==> config.mk <==
export PLATFORM = sky130hd
export DESIGN_NAME = mem_stage_hs
export DESIGN_NICKNAME = d
export VERILOG_FILES = /design/src/rtl/cpu_pkg.sv /design/src/rtl/branch_eval.sv /design/src/rtl/mem_stage_hs.sv
export SDC_FILE = /design/constraint.sdc
export NUM_CORES = 1
export LEC_CHECK = 0
export ABC_AREA = 1
export BUFFER_PORTS_ARGS = -buffer_cell sky130_fd_sc_hd__buf_2
export CAP_MARGIN = 25
export CELL_PAD_IN_SITES_DETAIL_PLACEMENT = 0
export CELL_PAD_IN_SITES_GLOBAL_PLACEMENT = 1
export CORE_UTILIZATION = 35
export CTS_CLUSTER_SIZE = 40
export DETAILED_ROUTE_END_ITERATION = 10
export PLACE_DENSITY_LB_ADDON = 0.1
export SETUP_SLACK_MARGIN = 0.02
export SLEW_MARGIN = 0
export SYNTH_ARGS = -nofsm -noshare
export SYNTH_HDL_FRONTEND = slang
export SYNTH_HIERARCHICAL = 1
export SYNTH_SLANG_ARGS = --single-unit
==> constraint.sdc <==
create_clock -name clk -period 2.9 [get_ports clk]
set_clock_uncertainty 0.15 [all_clocks]
set_input_delay 0.58 -clock clk [delete_from_list [all_inputs] [get_ports clk]]
set_output_delay 0.58 -clock clk [all_outputs]
set_load 0.005 [all_outputs]
==> src/rtl/cpu_pkg.sv <==
// rtl/cpu_pkg.sv - shared CPU types: branch conditions, M bits, MEM FSM states, flag indices
package cpu_pkg;

   typedef enum logic [2:0] {
      BC_EQ     = 3'd0,
      BC_LT     = 3'd1,
      BC_GT     = 3'd2,
      BC_OV     = 3'd3,
      BC_NE     = 3'd4,
      BC_GE     = 3'd5,
      BC_LE     = 3'd6,
      BC_UNCOND = 3'd7
   } bcond_e;

   typedef enum logic [1:0] {
      ST_IDLE = 2'd0,
      ST_REQ  = 2'd1,
      ST_RESP = 2'd2
   } mem_state_e;

   localparam int M_RD = 0;
   localparam int M_WR = 1;
   localparam int M_BR = 2;

   // flags vector is packed as {ov,neg,zr}
   localparam int FLAG_ZR  = 0;
   localparam int FLAG_NEG = 1;
   localparam int FLAG_OV  = 2;

endpackage

==> src/rtl/branch_eval.sv <==
// rtl/branch_eval.sv - combinational branch condition evaluation from {ov,neg,zr} flags
module branch_eval
   import cpu_pkg::*;
(
   input  logic [2:0] i_flags,
   input  logic [2:0] i_bcond,
   output logic       o_cond
);

   logic w_lt;
   logic w_zr;

   assign w_lt = i_flags[FLAG_NEG] ^ i_flags[FLAG_OV];
   assign w_zr = i_flags[FLAG_ZR];

   always_comb begin
      o_cond = 1'b0;
      case (bcond_e'(i_bcond))
         BC_EQ:     o_cond = w_zr;
         BC_LT:     o_cond = w_lt;
         BC_GT:     o_cond = !w_zr && !w_lt;
         BC_OV:     o_cond = i_flags[FLAG_OV];
         BC_NE:     o_cond = !w_zr;
         BC_GE:     o_cond = !w_lt;
         BC_LE:     o_cond = w_zr || w_lt;
         BC_UNCOND: o_cond = 1'b1;
         default:   o_cond = 1'b0;
      endcase
   end

endmodule

==> src/rtl/mem_stage_hs.sv <==
// rtl/mem_stage_hs.sv - MEM stage with req/gnt/rvalid data memory; optional abort via MEM_TIMEOUT_EN
module mem_stage_hs
   import cpu_pkg::*;
#(
   parameter int DATA_W      = 16,
   parameter int ADDR_W      = 16,
   parameter int PC_W        = 16,
   parameter int TIMEOUT_CYC = 64
) (
   input  logic              clk,
   input  logic              rst_n,
   input  logic              in_valid,
   output logic              in_ready,
   input  logic [2:0]        M,
   input  logic [1:0]        wb_ctrl_in,
   input  logic [2:0]        flags_in,
   input  logic [2:0]        bcond,
   input  logic [ADDR_W-1:0] addr,
   input  logic [DATA_W-1:0] wdata,
   input  logic [PC_W-1:0]   pcbranch_in,
   input  logic [DATA_W-1:0] alu_in,
   output logic              mem_req,
   output logic              mem_we,
   output logic [ADDR_W-1:0] mem_addr,
   output logic [DATA_W-1:0] mem_wdata,
   input  logic              mem_gnt,
   input  logic              mem_rvalid,
   input  logic [DATA_W-1:0] mem_rdata,
   output logic              branch_taken,
   output logic [PC_W-1:0]   pc_branch,
   output logic              wb_valid,
   output logic [1:0]        wb_ctrl,
   output logic [DATA_W-1:0] wb_alu,
   output logic [DATA_W-1:0] wb_rdata,
   output logic [PC_W-1:0]   pc_ret,
   output logic              wb_err
);

   mem_state_e        r_state;
   logic              r_we;
   logic [ADDR_W-1:0] r_addr;
   logic [DATA_W-1:0] r_wdata;
   logic [1:0]        r_ctrl;
   logic [DATA_W-1:0] r_alu;
   logic              r_wb_valid;
   logic [1:0]        r_wb_ctrl;
   logic [DATA_W-1:0] r_wb_alu;
   logic [DATA_W-1:0] r_wb_rdata;

   logic w_accept, w_memop, w_cond;
   logic w_done_req, w_done_resp, w_rd_done, w_abort, w_retire, w_timeout;

   branch_eval u_branch_eval (
      .i_flags (flags_in),
      .i_bcond (bcond),
      .o_cond  (w_cond)
   );

   assign in_ready     = (r_state == ST_IDLE);
   assign w_accept     = in_valid && in_ready;
   assign w_memop      = M[M_RD] || M[M_WR];
   assign branch_taken = w_accept && M[M_BR] && w_cond;
   assign pc_branch    = pcbranch_in;

   assign w_done_req  = (r_state == ST_REQ) && mem_gnt && (r_we || mem_rvalid);
   assign w_done_resp = (r_state == ST_RESP) && mem_rvalid;
   assign w_rd_done   = ((r_state == ST_REQ) && mem_gnt && !r_we && mem_rvalid) || w_done_resp;
   assign w_abort     = (r_state != ST_IDLE) && w_timeout && !(w_done_req || w_done_resp);
   assign w_retire    = (w_accept && !w_memop) || w_done_req || w_done_resp || w_abort;

`ifdef MEM_TIMEOUT_EN
   localparam int CNT_W = $clog2(TIMEOUT_CYC + 1);
   logic [CNT_W-1:0] r_tcnt;
   logic             r_wb_err;

   assign w_timeout = (r_tcnt == CNT_W'(TIMEOUT_CYC - 1));
   assign wb_err    = r_wb_err;

   // Held at zero while idle, so the count starts from 0 on entry to REQ.
   always_ff @(posedge clk or negedge rst_n) begin
      if (!rst_n) begin
         r_tcnt   <= '0;
         r_wb_err <= 1'b0;
      end else begin
         if (r_state == ST_IDLE || w_abort) r_tcnt <= '0;
         else                               r_tcnt <= r_tcnt + CNT_W'(1);
         if (w_retire) r_wb_err <= w_abort;
      end
   end
`else
   // No abort path: an outstanding access waits for the memory indefinitely.
   assign w_timeout = 1'b0 && (TIMEOUT_CYC > 0);
   assign wb_err    = 1'b0;
`endif

   assign mem_req   = (r_state == ST_REQ);
   assign mem_we    = mem_req && r_we;
   assign mem_addr  = r_addr;
   assign mem_wdata = r_wdata;
   assign wb_valid  = r_wb_valid;
   assign wb_ctrl   = r_wb_ctrl;
   assign wb_alu    = r_wb_alu;
   assign wb_rdata  = r_wb_rdata;
   assign pc_ret    = r_wb_rdata[PC_W-1:0];

   always_ff @(posedge clk or negedge rst_n) begin
      if (!rst_n) begin
         r_state    <= ST_IDLE;
         r_we       <= 1'b0;
         r_addr     <= '0;
         r_wdata    <= '0;
         r_ctrl     <= '0;
         r_alu      <= '0;
         r_wb_valid <= 1'b0;
         r_wb_ctrl  <= '0;
         r_wb_alu   <= '0;
         r_wb_rdata <= '0;
      end else begin
         r_wb_valid <= w_retire;
         if (w_accept && !w_memop) begin
            r_wb_alu  <= alu_in;
            r_wb_ctrl <= wb_ctrl_in;
         end else if (w_retire) begin
            r_wb_alu  <= r_alu;
            r_wb_ctrl <= r_ctrl;
         end
         if (w_abort)        r_wb_rdata <= '0;
         else if (w_rd_done) r_wb_rdata <= mem_rdata;

         case (r_state)
            ST_IDLE: if (w_accept && w_memop) begin
               r_we    <= M[M_WR];
               r_addr  <= addr;
               r_wdata <= wdata;
               r_ctrl  <= wb_ctrl_in;
               r_alu   <= alu_in;
               r_state <= ST_REQ;
            end
            ST_REQ: begin
               if (w_abort || w_done_req) r_state <= ST_IDLE;
               else if (mem_gnt)          r_state <= ST_RESP;
            end
            ST_RESP: if (w_abort || w_done_resp) r_state <= ST_IDLE;
            default: r_state <= ST_IDLE;
         endcase
      end
   end

endmodule

==> flow_summary.yaml <==
power:
  total_power_w: 0.00522
  power.density_nw_per_um2: 988
  irDropWorstVdd_uv: 362
  p_leak_nw: 3.09
synth:
  yosys_warnings: 6
  synth_area_um2: 4260
  synth_fa_ha_area_frac: 0
  ys_seq_area_frac: 0.517
  synth_top_area_cell: "dfrtp_1"
  synth_area_per_cell_um2: 8.18
  syn_inst: 521
  yosysUniqueCellTypes: 24
  synth.area.mux_share: 0
  synth-seq-cells: 88
  synthesis.nets: 617
  synth_top_area_share: 0.517
  synth_top_family_by_area: "simple AND/OR/NAND/NOR gates"
  yosys-top-cells-area: "dfrtp_1 (52%), nand2_1 (15%), buf_4 (6.2%)"
  yosys.area_share.xor_xnor: 0
  synthSimpleGateAreaFrac: 0.272
  synth_compound_area_frac: 0.0646
job:
  drv_cap: 0
timing:
  setup_tns_ns: 0
  period_minus_slack_ns: 2.18
  setup_viol: 0
  hold_violations: 0
  worst_pin_slew_ns: 0.706
  slew_viol_final: 0
  rsz0062_at_grt: "no"
  fin_crit_sh: 0.753
  fmax_ghz: 0.458
  max_slew_margin: 0.528
drt:
  routed_wl_mm: 10.5
  drt-pass1-iter-count: 8
  drt_iter0_markers: 185
  vias: 3670
  wl_per_cell_um: 13.2
  ant_nets: 0
  vias_per_cell: 4.62
  drc: 14
clocking:
  clock_sinks: 88
  cts_tree: "done"
  cts_made_buffers: 9
  clock_latency_ns: 0.33
  cts-root-buf: "clkbuf_16"
  cts_buffer_depth: 2
  path_clk_slew_ns: 0.06
  cts_max_level: 3
  cts-hold-fix-buffers: 0
  post_cts_buffers: 0
  cts_resized: 0
finish:
  fillCellCount: 1239
  instances_no_fill: 794
  insertedDiodeCount: 0
  fin_util: 0.453
  area_growth_pct: 24.0
  drive_above_1_share: 0.313
  final_nets: 742
  fin_area_um2: 5290
place:
  portBuffers: 166
  place_congestion: 0.725
  dp.cells: 778
  dp_hpwl_mm: 7.25
  placed_area_um2: 4990
global_route:
  first_global_vias: 3409
  antenna_found_initial: 1
  grt_overflow: 0
  grt_first_pass_wirelength_mm: 17.0
  grt_max_degree: 89
  grt_usage: 0.173
floorplan:
  start_util: 0.365
  die-area_um2: 12600
  die_w_um: 112
  io_pins: 200
  fp.coreArea_um2: 11700
  rows: 39
  dieHeight_um: 112
critical_path:
  path_class: "reg -> out"
  crit_required_ns: 2.17
  startpoint_type: "flip-flop"
  endpoint_kind: "primary output"
  cp_max_fo: 6
  cp.arrival_ns: 1.45
outcome:
  outcome: "finished with violations"
  violations: "design-rule violations"
min_path:
  hold_class: "in -> async"
cell usage after synthesis, drive strengths merged:
| master | instances |
|---|---|
| nand2 | 175 |
| dfrtp | 88 |
| inv | 63 |
| o21ai | 54 |
| buf | 53 |
| nand4 | 37 |
| nand3 | 28 |
| nor2 | 12 |
| clkbuf | 7 |
| a21oi | 1 |
| and3 | 1 |
| conb | 1 |
| nor3 | 1 |
where the power goes:
| group | switching [W] | total, W | internal [W] |
|---|---|---|---|
| Combinational | 0.00107 | 0.00192 | 0.000842 |
| Clock | 0.000465 | 0.00118 | 0.000713 |
| Sequential | 0.000330 | 0.00213 | 0.00180 |
| Total | 0.00187 | 0.00522 | 0.00335 |
final timing paths:
path,startpoint,to,slack [ns],depth (start not counted)
worst min-delay path,rst_n,mem_addr[9]$_DFFE_PN0P_,0.11,2
worst max register to register,r_state[1]$_DFFE_PN0P_,wb_ctrl[0]$_DFFE_PN0P_,1.00,7
worst min register to register,mem_wdata[5]$_DFFE_PN0P_,mem_wdata[5]$_DFFE_PN0P_,0.33,2
worst max-delay path,r_state[1]$_DFFE_PN0P_,branch_taken,0.72,3
max in group asynchronous,rst_n,wb_alu[14]$_DFFE_PN0P_,2.10,2
min in group clk,mem_rdata[12],pc_ret[12]$_DFFE_PN0P_,0.28,3
flip-flops by register name, summed over array words and instances (netlist names):
name and count:
mem_wdata 16, r_alu 16, r_ctrl 2, wb_valid 1
r_we 1, mem_addr 16, pc_ret 16, wb_alu 16
wb_ctrl 2, r_state 2
per-layer routing:
metal	vias up	global-route usage	part of all wire
met3	21	0.0664	0.085
met5	-	0	0.0012
li1	1868	-	-
met2	136	0.267	0.46
met1	1643	0.223	0.45
met4	2	0.0578	0.0089
cell usage in the layout, fill, tap and decap left out, drive strengths merged:
master  synthesis  final
a21oi           1      1
and3            1      1
buf            53    174
bufinv          0      1
clkbuf          7     13
clkinv          0      2
conb            1      1
dfrtp          88     88
inv            63     63
nand2         175    175
nand3          28     28
nand4          37     37
nor2           12     12
nor3            1      1
o21ai          54     54
through the flow:
stage | hold slack (ns) | setup WS (ns)
after floorplan | 0.134 | 1.04
final | 0.107 | 0.717
after global placement | 0.311 | 0.740
after CTS | 0.149 | 0.665
after global routing | 0.167 | 0.584
after detailed placement | 0.320 | 0.722
final cells by class:
cell class / instances / area (um2) / share of cell area
Timing Repair Buffer: 174 / 918 / 0.174
Clock inverter: 3 / 40.0 / 0.00757
Inverter: 63 / 236 / 0.0447
Clock buffer: 13 / 260 / 0.0492
Tap cell: 143 / 179 / 0.0338
Sequential cell: 88 / 2200 / 0.417
Multi-Input combinational cell: 310 / 1450 / 0.274
cell families (layout without fill, tap and decap cells):
group | after synthesis | after routing
AO/OA/AOI/OAI | 55 | 55
other | 1 | 1
buffers and inverters | 123 | 253
AND/OR/NAND/NOR | 254 | 254
flip-flops | 88 | 88
worst max-delay path: stages, from the launching register on:
cell and delay, ns:
dfrtp_1 0.47, nor3_2 0.34, and3_1 0.20, buf_2 0.10
No activity file was read; power rests on OpenSTA's default activity.
